==> config.mk <==
export PLATFORM = sky130hd
export DESIGN_NAME = mem_arbiter
export DESIGN_NICKNAME = d
export VERILOG_FILES = /design/src/rtl/mem_arbiter.sv
export SDC_FILE = /design/constraint.sdc
export NUM_CORES = 1
export LEC_CHECK = 0
export ABC_CLOCK_PERIOD_IN_PS = 1750
export BUFFER_PORTS_ARGS = -buffer_cell sky130_fd_sc_hd__buf_2
export CAP_MARGIN = 30
export CORE_AREA = 2 2 104 106
export CTS_CLUSTER_DIAMETER = 60
export DETAILED_ROUTE_END_ITERATION = 7
export DIE_AREA = 0 0 106 108
export PLACE_DENSITY = 0.84
export REMOVE_ABC_BUFFERS = 1
export SYNTH_ARGS = -nofsm -noshare
export SYNTH_HDL_FRONTEND = slang
export SYNTH_SLANG_ARGS = --single-unit
==> constraint.sdc <==
create_clock -name clk -period 1.75 [get_ports clk]
set_input_delay 0.175 -clock clk [delete_from_list [all_inputs] [get_ports clk]]
set_output_delay 0.175 -clock clk [all_outputs]
set_load 0.005 [all_outputs]
==> src/rtl/mem_arbiter.sv <==
// Shares one fixed-latency memory between instruction fetch and data ports; data wins ties.
// Branch flushes cancel an in-flight fetch without aborting the memory transaction.
module mem_arbiter #(
  parameter int ADDR_W    = 32,
  parameter int DATA_W    = 32,
  parameter int MEM_DELAY = 4
) (
  input  logic              clk,
  input  logic              rst,
  input  logic              if_req,
  input  logic [ADDR_W-1:0] if_addr,
  output logic              if_done,
  output logic [DATA_W-1:0] if_rdata,
  input  logic              d_req,
  input  logic              d_we,
  input  logic [ADDR_W-1:0] d_addr,
  input  logic [DATA_W-1:0] d_wdata,
  output logic              d_done,
  output logic [DATA_W-1:0] d_rdata,
  input  logic              flush,
  output logic              stall_f,
  output logic              stall_m,
  output logic              mem_req,
  output logic              mem_we,
  output logic [ADDR_W-1:0] mem_addr,
  output logic [DATA_W-1:0] mem_wdata,
  input  logic [DATA_W-1:0] mem_rdata
);

  localparam int CW = $clog2(MEM_DELAY + 1);
  localparam logic [CW-1:0] LAST = CW'(MEM_DELAY - 1);

  localparam logic [1:0] IDLE   = 2'd0;
  localparam logic [1:0] BUSY_I = 2'd1;
  localparam logic [1:0] BUSY_D = 2'd2;

  logic [1:0]    state;
  logic [CW-1:0] cnt;
  logic          cancel;
  logic          busy;
  logic          last;
  logic          grant_d;
  logic          grant_i;

  assign busy = (state != IDLE);
  assign last = busy && (cnt == LAST);

  // On a completion edge only the other port may be granted, giving back-to-back service.
  assign grant_d = d_req && ((state == IDLE) || (last && state == BUSY_I));
  assign grant_i = !grant_d && if_req && !flush &&
                   ((state == IDLE) || (last && state == BUSY_D));

  always_ff @(posedge clk) begin
    if (rst) begin
      state     <= IDLE;
      cnt       <= '0;
      cancel    <= 1'b0;
      mem_addr  <= '0;
      mem_wdata <= '0;
      mem_we    <= 1'b0;
    end else if (grant_d) begin
      state     <= BUSY_D;
      cnt       <= '0;
      cancel    <= 1'b0;
      mem_addr  <= d_addr;
      mem_wdata <= d_wdata;
      mem_we    <= d_we;
    end else if (grant_i) begin
      state     <= BUSY_I;
      cnt       <= '0;
      cancel    <= 1'b0;
      mem_addr  <= if_addr;
      mem_wdata <= '0;
      mem_we    <= 1'b0;
    end else if (last) begin
      state  <= IDLE;
      cnt    <= '0;
      cancel <= 1'b0;
    end else if (busy) begin
      cnt <= cnt + 1'b1;
      if (state == BUSY_I && flush)
        cancel <= 1'b1;
    end
  end

  assign mem_req  = busy && (cnt == '0);
  assign if_done  = last && (state == BUSY_I) && !cancel;
  assign d_done   = last && (state == BUSY_D);
  assign if_rdata = mem_rdata;
  assign d_rdata  = mem_rdata;
  assign stall_f  = if_req && !if_done;
  assign stall_m  = d_req && !d_done;

endmodule

==> impl_metrics.xml <==
<?xml version="1.0" encoding="UTF-8"?>
<metrics>
  <group name="run_status">
    <metric name="run_status" unit="">finished with violations</metric>
    <metric name="violations_in_the_final_reports" unit="">setup timing</metric>
  </group>
  <group name="critical_path">
    <metric name="cp_max_fo" unit="">3</metric>
    <metric name="worst_r2r_path_depth" unit="">8</metric>
    <metric name="critical-path-top-cell-by-count" unit="">sky130_fd_sc_hd__ha_4</metric>
    <metric name="worstPathRequired" unit="ps">1570</metric>
    <metric name="critical_path.startpoint" unit="">cnt[0]$_SDFFE_PP0P_</metric>
    <metric name="crit_cells" unit="">6</metric>
    <metric name="critical_path.endpoint_type" unit="">output port</metric>
    <metric name="crit_path_max_incr_delay" unit="ps">340</metric>
    <metric name="critical_path.n_buffers_inverters" unit="">2</metric>
    <metric name="timing.critical_path.from_type" unit="">flip-flop</metric>
    <metric name="criticalPathCategory" unit="">reg2out</metric>
    <metric name="timing.critical_path.cells" unit="">ha_4 -&gt; ha_4 -&gt; buf_6 -&gt; nor3b_4 -&gt; nor2b_1 -&gt; buf_2</metric>
    <metric name="arrival" unit="ps">1580</metric>
    <metric name="crit_path_top_delay_cell" unit="">sky130_fd_sc_hd__dfxtp_2</metric>
    <metric name="startpoint_of_the_lowest_slack_register_to_register_path" unit="">cnt[0]$_SDFFE_PP0P_</metric>
    <metric name="critPathTopFamily" unit="">flip-flops</metric>
  </group>
  <group name="die">
    <metric name="dieArea" unit="um2">11450</metric>
    <metric name="num_io_pins" unit="">268</metric>
    <metric name="row_count" unit="">37</metric>
    <metric name="initial_utilization" unit="%">36.77</metric>
    <metric name="floorplan.core_area" unit="um2">10230</metric>
    <metric name="die_height" unit="um">108</metric>
    <metric name="die_w" unit="um">106</metric>
  </group>
  <group name="grt">
    <metric name="grt_max_degree" unit="">39</metric>
    <metric name="number_of_antenna_violations_at_the_first_check_in_global_routing" unit="">0</metric>
    <metric name="first_pass_grt_wire_length" unit="mm">19.49</metric>
    <metric name="globalRoute.totalOverflow" unit="">0</metric>
    <metric name="gr-usage-all-layers" unit="%">23.56</metric>
    <metric name="grt_pass1_vias" unit="">3290</metric>
  </group>
  <group name="place">
    <metric name="io_buffers" unit="">171</metric>
    <metric name="finalWeightedCongestion" unit="">0.9265</metric>
    <metric name="dp_slack" unit="ps">95.11</metric>
    <metric name="dp_hpwl" unit="mm">11.04</metric>
    <metric name="dpl.cell_count" unit="">656</metric>
    <metric name="placed_area" unit="um2">4253</metric>
  </group>
  <group name="routing">
    <metric name="detailroute.via_count" unit="">3464</metric>
    <metric name="wirelength" unit="mm">14.97</metric>
    <metric name="post_drt_wl_per_cell" unit="um">21.91</metric>
    <metric name="antenna_violating_nets_post_route" unit="">0</metric>
    <metric name="vias_per_cell" unit="">5.072</metric>
    <metric name="count_of_unresolved_drc_violations_after_routing" unit="">0</metric>
    <metric name="drt_pre_antenna_iters" unit="">5</metric>
    <metric name="drt-initial-drc-count" unit="">178</metric>
  </group>
  <group name="finish">
    <metric name="layout.nets" unit="">679</metric>
    <metric name="flow.area_growth_from_synthesis" unit="%">27.90</metric>
    <metric name="final-instance-count-excl-fill" unit="">683</metric>
    <metric name="fraction_of_final_layout_cells_with_drive_strength_greater_than_1" unit="%">53.75</metric>
    <metric name="utilization_after_layout" unit="%">47.03</metric>
    <metric name="num_antenna_cells" unit="">0</metric>
    <metric name="summed_area_of_non_filler_cells_in_the_final_layout" unit="um2">4812</metric>
  </group>
  <group name="synth">
    <metric name="synth_cell_types" unit="">30</metric>
    <metric name="yosys_warnings" unit="">0</metric>
    <metric name="ys_seq_area_share" unit="%">37.78</metric>
    <metric name="post_synth_edffs" unit="">0</metric>
    <metric name="post_synth_instance_area" unit="um2">3762</metric>
    <metric name="synth_cells" unit="">430</metric>
    <metric name="synthesized_flop_and_latch_total" unit="">71</metric>
    <metric name="synth-async-reset-ratio" unit="%">0</metric>
    <metric name="yosys_most_used_dff" unit="">sky130_fd_sc_hd__dfxtp_1</metric>
    <metric name="post_synth.cell_area_avg" unit="um2">8.750</metric>
  </group>
  <group name="clock_tree">
    <metric name="clock_insertion_delay_worst_skew" unit="ps">350</metric>
    <metric name="h-tree-depth" unit="">3</metric>
    <metric name="cts.reportedPaths.clkPinSlew" unit="ps">80</metric>
    <metric name="tritoncts_clock_tree" unit="">built</metric>
    <metric name="cts-root-to-sink-buffers" unit="">2</metric>
    <metric name="cts_root_buf" unit="">sky130_fd_sc_hd__clkbuf_8</metric>
    <metric name="cts_buffers" unit="">9</metric>
    <metric name="cts.sink_count" unit="">71</metric>
    <metric name="cts_hold_buf" unit="">0</metric>
  </group>
  <group name="timing">
    <metric name="fmax" unit="MHz">570.8</metric>
    <metric name="tightestPinTransition" unit="ps">536.0</metric>
    <metric name="clock-skew-final" unit="ps">9.689</metric>
    <metric name="final_hold_fails" unit="">0</metric>
    <metric name="setup_viol_count_final" unit="">1</metric>
    <metric name="rsz0062_at_grt" unit="">yes</metric>
    <metric name="final_min_period" unit="ps">1752</metric>
    <metric name="worst_slew_margin_rel" unit="%">64.27</metric>
    <metric name="timing.final.crit_share" unit="%">100.1</metric>
    <metric name="maxSlewViolCount" unit="">0</metric>
    <metric name="hold_slack" unit="ps">57.26</metric>
    <metric name="final_ws_setup" unit="ps">-1.855</metric>
  </group>
  <group name="pwr">
    <metric name="irDropWorstVdd" unit="mV">0.3335</metric>
    <metric name="leakage" unit="nW">2.117</metric>
    <metric name="power-per-cell-area" unit="nW/um2">905.2</metric>
  </group>
  <group name="flow_run">
    <metric name="drv.max_cap_violation_count" unit="">0</metric>
  </group>
  <group name="hold_path">
    <metric name="timing.hold.worst.start" unit="">d_wdata[18]</metric>
    <metric name="hold_depth" unit="">3</metric>
    <metric name="worst_hold_path_type" unit="">in2reg</metric>
  </group>
</metrics>
-- sequential cells by signal, summed over array words and instances (netlist names) --
register / flops
mem_addr: 32
cnt: 3
state: 2
mem_wdata: 32
mem_we: 1
cancel: 1
-- stage by stage --
| stage | TNS, ps | power (mW) |
|---|---|---|
| finish | -1.855 | 4.356 |
| global route | -138.1 | 4.570 |
| CTS | -3.361 | 4.270 |
| detailed placement | 0 | 2.746 |
| global placement | 0 | 2.727 |
| floorplan | -36560 | 2.285 |
-- cell type report --
cell class	count	area [um2]
inverters	5	18.77
multi-input cells	259	1730
flip-flops and latches	71	1428
repair buffers	196	1234
clock inverters	5	80.08
clock buffers	11	151.4
well taps	136	170.2
fillers	1032	5419
-- final timing paths --
kind                           endpoint  slack [ps]
max                             stall_m          -2
min          mem_wdata[18]$_SDFFE_PP0P_          60
max reg2reg   mem_addr[21]$_SDFFE_PP0P_          50
min reg2reg  mem_wdata[14]$_SDFFE_PP0P_         460
-- repair_timing --
item | CTS | global route
pin swaps | 2 | 17
setup endpoints to repair | 4 | 50
cloned | 0 | 8
resized for setup | 11 | 18
buffers inserted | 3 | 0
-- worst min-delay path, cell delays in order --
cell	delay [ps]
sky130_fd_sc_hd__buf_2	90
sky130_fd_sc_hd__nand2_1	40
sky130_fd_sc_hd__a21oi_1	50
-- power by group --
part / switching [mW] / total [mW] / leakage, nW / internal, mW
sequential: 0.0739 / 1.83 / 0.587 / 1.75
clock: 0.628 / 1.51 / 0.112 / 0.878
combinational: 0.537 / 1.02 / 1.42 / 0.488
-- synth_stat cells (3+ instances only) --
library cell / n / share of area (%)
sky130_fd_sc_hd__buf_6: 5 / 1.5
sky130_fd_sc_hd__inv_1: 5 / 0.50
sky130_fd_sc_hd__a21oi_1: 38 / 5.1
sky130_fd_sc_hd__buf_4: 67 / 13
sky130_fd_sc_hd__buf_12: 4 / 2.1
sky130_fd_sc_hd__nor2_1: 38 / 3.8
sky130_fd_sc_hd__buf_2: 10 / 1.3
sky130_fd_sc_hd__a21oi_2: 30 / 7.0
sky130_fd_sc_hd__clkbuf_1: 9 / 0.90
sky130_fd_sc_hd__nand2_1: 67 / 6.7
sky130_fd_sc_hd__dfxtp_1: 71 / 38
sky130_fd_sc_hd__ha_1: 3 / 1.0
sky130_fd_sc_hd__nand3_1: 33 / 4.4
sky130_fd_sc_hd__a211oi_2: 31 / 10
-- cells by family after synthesis --
family                     share of synthesized area, %
and+or+nand+nor                                   17.39
AOI/OAI and AO/OA                                 23.48
buffers and inverters                             20.12
DFF                                               37.78
adders and majority gates                        0.9978
xor gates and xnor gates                         0.2328
-- cells in the final DEF, fill, tap and decap left out, types with 2 or more instances in the layout --
cell / Yosys / routed
sky130_fd_sc_hd__nand3_1: 33 / 33
sky130_fd_sc_hd__a21oi_4: 0 / 7
sky130_fd_sc_hd__dfxtp_2: 0 / 5
sky130_fd_sc_hd__inv_1: 5 / 5
sky130_fd_sc_hd__clkinvlp_4: 0 / 2
sky130_fd_sc_hd__nand2b_4: 0 / 2
sky130_fd_sc_hd__a211oi_2: 31 / 32
sky130_fd_sc_hd__buf_4: 67 / 9
sky130_fd_sc_hd__clkbuf_8: 0 / 11
sky130_fd_sc_hd__dfxtp_1: 71 / 66
sky130_fd_sc_hd__and3_4: 1 / 2
sky130_fd_sc_hd__nor2b_1: 2 / 2
sky130_fd_sc_hd__buf_12: 4 / 7
sky130_fd_sc_hd__nand2_1: 67 / 66
sky130_fd_sc_hd__ha_4: 0 / 2
sky130_fd_sc_hd__clkbuf_16: 0 / 5
sky130_fd_sc_hd__buf_2: 10 / 171
sky130_fd_sc_hd__buf_6: 5 / 4
sky130_fd_sc_hd__bufinv_16: 0 / 2
sky130_fd_sc_hd__a21oi_1: 38 / 35
sky130_fd_sc_hd__a21oi_2: 30 / 26
sky130_fd_sc_hd__nor2_1: 38 / 38
-- per-layer routing --
layer	vias up	share of wire [%]	GRT usage (%)
li1	1609	-	-
met1	1599	35	22.57
met2	220	44	35.90
met3	32	15	16.58
met4	4	5.1	14.47
met5	-	1.0	10.71
No activity file was read; power rests on OpenSTA's default activity.
